===== config.mk =====
export PLATFORM = sky130hd
export DESIGN_NAME = parallel_to_serial
export DESIGN_NICKNAME = d
export VERILOG_FILES = /design/src/rtl/fsm_pkg.sv /design/src/rtl/parallel_to_serial.sv
export SDC_FILE = /design/constraint.sdc
export NUM_CORES = 1
export LEC_CHECK = 0
export CORE_UTILIZATION = 50
export DETAILED_ROUTE_END_ITERATION = 8
export HOLD_SLACK_MARGIN = 0.03
export PLACE_DENSITY = 0.74
export SLEW_MARGIN = 20
export SYNTH_ARGS = -nofsm -noshare
export SYNTH_HDL_FRONTEND = slang
export SYNTH_SLANG_ARGS = --single-unit

===== constraint.sdc =====
create_clock -name clk -period 2.1 [get_ports clk]
set_input_delay 0.315 -clock clk [delete_from_list [all_inputs] [get_ports clk]]
set_output_delay 0.315 -clock clk [all_outputs]
set_load 0.02 [all_outputs]

===== src/rtl/fsm_pkg.sv =====
// Shared FSM encodings for the serial feeder/detector family.
// Latency: n/a (types and constants only).
// Backpressure: n/a.
//
// Contents: state encodings (IDLE/SHIFT/GAP) and the gap counter width.
package fsm_pkg;

  localparam logic [1:0] ST_IDLE  = 2'd0;
  localparam logic [1:0] ST_SHIFT = 2'd1;
  localparam logic [1:0] ST_GAP   = 2'd2;

  localparam int GAP_W = 4;

  typedef enum logic [1:0] {
    S_IDLE  = ST_IDLE,
    S_SHIFT = ST_SHIFT,
    S_GAP   = ST_GAP
  } state_t;

endpackage


===== src/rtl/parallel_to_serial.sv =====
// Parallel word -> serial bit stream feeder for the serial sequence detectors.
// Latency: word accepted at edge N -> first bit on ser_out in cycle N+1; DATA_W bits, no bubbles.
// Backpressure: din_ready low while shifting (except the last bit when GAP_CYCLES==0) and in GAP.
//
// Ports:
//   clk, rst          clock, synchronous active-high reset
//   din/din_valid     parallel word in, held by upstream until accepted
//   din_ready         word accepted on din_valid & din_ready
//   ser_out/ser_valid registered serial bit and its qualifier (ser_out=0 when not valid)
//   frame_done        pulse with the last bit of each frame
//   busy              high in SHIFT or GAP
module parallel_to_serial
  import fsm_pkg::*;
#(
  parameter int DATA_W     = 8,
  parameter bit MSB_FIRST  = 1'b1,
  parameter int GAP_CYCLES = 0
) (
  input  logic              clk,
  input  logic              rst,
  input  logic [DATA_W-1:0] din,
  input  logic              din_valid,
  output logic              din_ready,
  output logic              ser_out,
  output logic              ser_valid,
  output logic              frame_done,
  output logic              busy
);

  localparam int CNT_W = $clog2(DATA_W);
  localparam logic [CNT_W-1:0] LAST_BIT = CNT_W'(DATA_W - 1);
  localparam logic [GAP_W-1:0] GAP_LOAD = GAP_W'((GAP_CYCLES > 0) ? GAP_CYCLES - 1 : 0);
  localparam bit BACK_TO_BACK = (GAP_CYCLES == 0);

  state_t            r_state;
  state_t            w_state_nxt;
  logic [DATA_W-1:0] r_shreg;
  logic [DATA_W-1:0] w_shreg_nxt;
  logic [CNT_W-1:0]  r_bit_cnt;
  logic [CNT_W-1:0]  w_bit_cnt_nxt;
  logic [GAP_W-1:0]  r_gap_cnt;
  logic [GAP_W-1:0]  w_gap_cnt_nxt;
  logic              r_ser_out;
  logic              r_ser_valid;
  logic              r_frame_done;

  logic              w_last;
  logic              w_accept;
  logic              w_head_nxt;
  logic [DATA_W-1:0] w_shifted;

  assign w_last    = (r_state == S_SHIFT) && (r_bit_cnt == LAST_BIT);
  // Without a gap the next word may be taken while its predecessor's last bit is on the wire.
  assign din_ready = (r_state == S_IDLE) || (w_last && BACK_TO_BACK);
  assign w_accept  = din_valid && din_ready;
  assign busy      = (r_state != S_IDLE);

  // The head of shreg is the bit on the wire; shifting moves the next bit into the head slot.
  assign w_shifted  = MSB_FIRST ? {r_shreg[DATA_W-2:0], 1'b0} : {1'b0, r_shreg[DATA_W-1:1]};
  assign w_head_nxt = MSB_FIRST ? w_shreg_nxt[DATA_W-1] : w_shreg_nxt[0];

  always_comb begin
    w_state_nxt   = r_state;
    w_shreg_nxt   = r_shreg;
    w_bit_cnt_nxt = r_bit_cnt;
    w_gap_cnt_nxt = r_gap_cnt;
    case (r_state)
      S_IDLE: begin
        if (w_accept) begin
          w_shreg_nxt   = din;
          w_bit_cnt_nxt = '0;
          w_state_nxt   = S_SHIFT;
        end
      end
      S_SHIFT: begin
        if (w_last) begin
          if (w_accept) begin
            w_shreg_nxt   = din;
            w_bit_cnt_nxt = '0;
          end else if (GAP_CYCLES > 0) begin
            w_gap_cnt_nxt = GAP_LOAD;
            w_state_nxt   = S_GAP;
          end else begin
            w_state_nxt   = S_IDLE;
          end
        end else begin
          w_shreg_nxt   = w_shifted;
          w_bit_cnt_nxt = r_bit_cnt + CNT_W'(1);
        end
      end
      S_GAP: begin
        // gap_cnt is loaded with GAP_CYCLES-1, so the GAP state lasts exactly GAP_CYCLES cycles.
        if (r_gap_cnt == '0) begin
          w_state_nxt = S_IDLE;
        end else begin
          w_gap_cnt_nxt = r_gap_cnt - GAP_W'(1);
        end
      end
      default: begin
        w_state_nxt = S_IDLE;
      end
    endcase
  end

  always_ff @(posedge clk) begin
    if (rst) begin
      r_state      <= S_IDLE;
      r_shreg      <= '0;
      r_bit_cnt    <= '0;
      r_gap_cnt    <= '0;
      r_ser_out    <= 1'b0;
      r_ser_valid  <= 1'b0;
      r_frame_done <= 1'b0;
    end else begin
      r_state      <= w_state_nxt;
      r_shreg      <= w_shreg_nxt;
      r_bit_cnt    <= w_bit_cnt_nxt;
      r_gap_cnt    <= w_gap_cnt_nxt;
      // Outputs are registered from next-state so they line up with the SHIFT cycle they describe.
      r_ser_valid  <= (w_state_nxt == S_SHIFT);
      r_ser_out    <= (w_state_nxt == S_SHIFT) && w_head_nxt;
      r_frame_done <= (w_state_nxt == S_SHIFT) && (w_bit_cnt_nxt == LAST_BIT);
    end
  end

  assign ser_out    = r_ser_out;
  assign ser_valid  = r_ser_valid;
  assign frame_done = r_frame_done;

endmodule


# After elaboration in Yosys (flattened, before gate mapping)

Cells that the tools add are included.

Register bits after elaboration: 20
Bits of input ports: 11
Output and inout port bits: 5
Logic and storage cells: 37

$add $sub $neg: 2
Equality and inequality tests: 5
Multiplexer cells: 11
Bitwise gates (word level): 1
Reductions and logical operators: 10

Operator list:

| cell                                                | count |
|---|---|
| two-way mux 8 bit                                   | 2 |
| one-hot mux 8 bit (2 select lines)                  | 1 |
| two-way mux 2 bit                                   | 4 |
| equality test 3 bit, second input constant          | 2 |
| two-way mux 3 bit                                   | 2 |
| one-hot mux 2 bit (3 select lines)                  | 1 |
| one-hot mux 3 bit (2 select lines)                  | 1 |
| equality test 2 x 1 -> 1 bit, second input constant | 2 |
| logical AND 1 bit                                   | 4 |
| zero test 4 bit                                     | 1 |
| nonzero test 2 bit                                  | 2 |
| subtractor 4 x 1 -> 4 bit, second input constant    | 1 |
| adder 3 x 1 -> 3 bit, second input constant         | 1 |
| equality test 2 bit, second input constant          | 1 |
| zero test 2 bit                                     | 1 |
| AND reduction 2 bit                                 | 1 |
| logical OR 1 bit                                    | 1 |
| inverter 1 bit                                      | 1 |

# Logic depth before layout (Yosys ltp)

Word-level depth: 9
Gate-level depth with buffers: 6
Depth with buffers taken out: 5

# Worst setup path before layout

OpenSTA, ideal clock, no wires.

Path kind: reg-to-reg
Start: register r_bit_cnt[0]
End: register r_bit_cnt[0]
Library setup time: 69 ps
Arrival: 1472 ps
Data required time: 2031 ps
Slack: 559 ps
Stages on the path, launching flop included: 7
Path buffers: 1
Clock period less this slack: 1541 ps
Path through: dfxtp_1 -> ha_1 -> ha_1 -> nand2b_1 -> buf_4 -> or4_1 -> o21ai_1

Word-level cells in the longest chain between the ends: 7
Elaborated cells between the ends (all ways): 8
Classes of those cells: 1 x add/sub; 1 x eq/ne; 3 x mux; 3 x reduce/logical

RTL lines:

| element                                | line                                               | text |
|---|---|---|
| start: declaration                     | parallel_to_serial.sv:39                           | `logic [CNT_W-1:0] r_bit_cnt;` |
| start signal: assignment               | parallel_to_serial.sv:117                          | `r_bit_cnt <= w_bit_cnt_nxt;` |
| equality test 3 bit                    | parallel_to_serial.sv:52                           | `assign w_last = (r_state == S_SHIFT) && (r_bit_cnt == LAST_BIT);` |
| logical AND 1 bit                      | parallel_to_serial.sv:52                           |  |
| logical OR 1 bit                       | parallel_to_serial.sv:54                           | `assign din_ready = (r_state == S_IDLE) \|\| (w_last && BACK_TO_BACK);` |
| logical AND 1 bit                      | parallel_to_serial.sv:55                           | `assign w_accept = din_valid && din_ready;` |
| two-way mux 3 bit                      | parallel_to_serial.sv:69, parallel_to_serial.sv:77 |  |
| two-way mux 3 bit                      | parallel_to_serial.sv:76                           | `if (w_last) begin` |
| one-hot mux 3 bit (2 select lines) (*) | parallel_to_serial.sv:67                           | `case (r_state)` |

Mark *: on every way between the ends. The rest lies on a longest branch, timed or not.
A chain may end at the register's enable or synchronous reset.

# Final worst setup path

Start: register r_bit_cnt[0]
End: output din_ready

Word-level cells in the longest chain between the ends: 3

RTL lines:

| element             | line                     | text |
|---|---|---|
| equality test 3 bit | parallel_to_serial.sv:52 |  |
| logical AND 1 bit   | parallel_to_serial.sv:52 |  |
| logical OR 1 bit    | parallel_to_serial.sv:54 |  |
| end: declaration    | parallel_to_serial.sv:23 | `output logic din_ready,` |

No other way between the ends.

==> flow_summary.ini <==
[placement]
dp_hpwl_microns = 1240
finalWeightedCongestion = 0.771
placed_area_sq_mm = 0.00109
portBuffers = 15

[sta]
skew_ns = 0.0118
min_period_ns = 1.96
rsz0062_at_grt = false
finalSetupTns_ns = 0
fmax_mhz = 510
report.final.hold_viol_count = 0
tightest_slew_ns = 0.564
fin_crit_sh = 0.934
setup_viol = 0
relSlewSlack = 0.623
drv_slew = 0

[setup_path]
crit_type = reg2out
worst-path-max-fanout = 4
r2r_end = frame_done
start_kind = register
regToRegStartpoint = r_bit_cnt[0]
cp-startpoint = r_bit_cnt[0]
ff2ff_setup_slack_ns = 0.38
crit_path_end = din_ready
cp.required_ns = 1.78
endpoint_kind = output pin
reg2reg_depth = 5
crit_arrival_ns = 1.65

[finish]
final_cell_mix = dfxtp_1, inv_1, clkdlybuf4s50_1
drive_gt1_frac = 0.0909
insertedDiodeCount = 0
fin_area_sq_mm = 0.00112
regArea_sq_um = 380
layout_commonest_cell = dfxtp_1
multi_input_area_sq_um = 444
fill_cells = 151
final_nets = 136
synthToLayoutAreaGrowth_pct = 22.3

[run]
cap_violations = 0

[logic_synthesis]
synth_nets = 118
post-synth-top-area-fraction = 0.416
syn_inst = 104
synth_area_leader_cell = dfxtp_1
synthArstFlopShare = 0
synthDistinctLibCells = 34
syn_area_per_cell_sq_um = 8.78
ys_ff_latch = 19
syn_area_sq_um = 913
yosys-top-cells-area = dfxtp_1, inv_1, o221ai_1
synth_ff_type = dfxtp_1
seq_area_frac_synth = 0.416
synth_edf_count = 0
yosysWarnings = 0

[power]
p_leak_nw = 0.447
max-vdd-ir-drop_mv = 0.387
powerDensity_mw_per_mm2 = 591

[run_status]
status = complete, no violations

[grt]
antenna_found_initial = 0
grt-ovfl-total = 0
grt_pass1_wl_microns = 2800
grt_pass1_vias = 660
grt_max_degree = 18
grt_usage = 0.192

[floorplan]
rows = 15
die_y_microns = 44.7
die_x_microns = 44.7
core_sq_mm = 0.00173
num_io_pins = 16
die_area_sq_mm = 0.00200
start_util = 0.529

[clock_network]
numCtsBuffers = 3
clock_sink_count = 19
holdBufCountCts = 0
post_cts_buffers = 0
htreeDepth = 1
cts_tree = done
clk_pin_slew_ns = 0.11
cts_root_buf = clkbuf_4
clk_latency_ns = 0.30
clock_path_buffers = 2

[detailed_routing]
dr.first_iter.drc_count = 19
dr.pass1.iters = 4
ant_nets = 0
vias = 752
viasPerCell = 5.15
wire_per_inst_microns = 11.5
wl_microns = 1670
drc = 0

[min_path]
hp-class = reg2reg
[power by group]
part           total [W]  switching, W  internal (W)
Sequential      0.000383    0.00000848      0.000375
Combinational  0.0000911     0.0000435     0.0000476
Clock           0.000186      0.000112     0.0000740
[synth_stat cells, types with 3 or more instances]
cell      count
dfxtp_1      19
nor2_1        7
nand2_1       8
nand2b_1      4
a21oi_1       3
inv_1        17
buf_2         4
nor3_1        3
ha_1          3
o221ai_1      5
a211oi_1      3
[metal layers]
layer / share of wire / track usage / up-vias
met5: 0 / 0 / -
met4: 0.026 / 0.127 / 0
met3: 0.033 / 0.0360 / 5
met2: 0.39 / 0.265 / 13
met1: 0.55 / 0.272 / 339
li1: - / - / 395
[per-stage QoR]
stage / setup WS, ns / instances / hold WS [ns] / util / power (W)
after CTS: 0.150 / 146 / 0.474 / 0.647 / 0.000665
after global placement: 0.262 / 142 / 0.440 / 0.631 / 0.000481
after floorplan: 0.559 / 104 / 0.432 / - / 0.000444
final: 0.140 / 146 / 0.474 / 0.647 / 0.000660
after detailed placement: 0.222 / 142 / 0.451 / 0.631 / 0.000483
after global routing: 0.0532 / 146 / 0.507 / 0.647 / 0.000695
[how the worst min path moves through the flow]
stage                     startpoint    endpoint  cells past startpoint
after global routing      r_shreg[6]     ser_out                      2
after global placement    r_shreg[3]  r_shreg[4]                      2
after detailed placement  r_shreg[1]  r_shreg[2]                      2
final                     r_shreg[0]  r_shreg[0]                      2
after floorplan           r_shreg[0]  r_shreg[1]                      2
after CTS                 r_shreg[6]     ser_out                      2
[layout make-up]
| class | count | share of cell area |
|---|---|---|
| clock buffers | 4 | 0.0235 |
| inverters | 17 | 0.0571 |
| multi-input cells | 63 | 0.398 |
| flip-flops and latches | 19 | 0.340 |
| well taps | 25 | 0.0280 |
| repair buffers | 18 | 0.153 |
[registers in the layout (all words and copies together), names as in the netlist]
signal	cells
r_shreg	7
r_gap_cnt	4
r_bit_cnt	3
r_state	2
frame_done	1
ser_out	1
ser_valid	1
[kinds of logic (layout without fill, tap and decap cells)]
group / after synthesis / in the layout / share of synthesized area
adder cells (fa/ha/maj): 3 / 3 / 0.0411
AND/OR/NAND/NOR: 37 / 37 / 0.233
buffers and inverters: 22 / 39 / 0.100
flip-flops: 19 / 19 / 0.416
AO/OA/AOI/OAI: 21 / 21 / 0.185
multiplexers: 2 / 2 / 0.0247
[what timing repair did]
item	4_1_cts	5_1_grt
resized for setup	2	0
endpoints found under the hold margin	0	0
endpoints found under the setup margin	1	0
[critical path, cell delays in order (launching register included)]
cell and delay [ns]:
dfxtp_1 0.35, ha_1 0.21, ha_1 0.23, nor2b_2 0.18, nor2_1 0.05, dlygate4sd2_1 0.32
No activity file was read; power rests on OpenSTA's default activity.
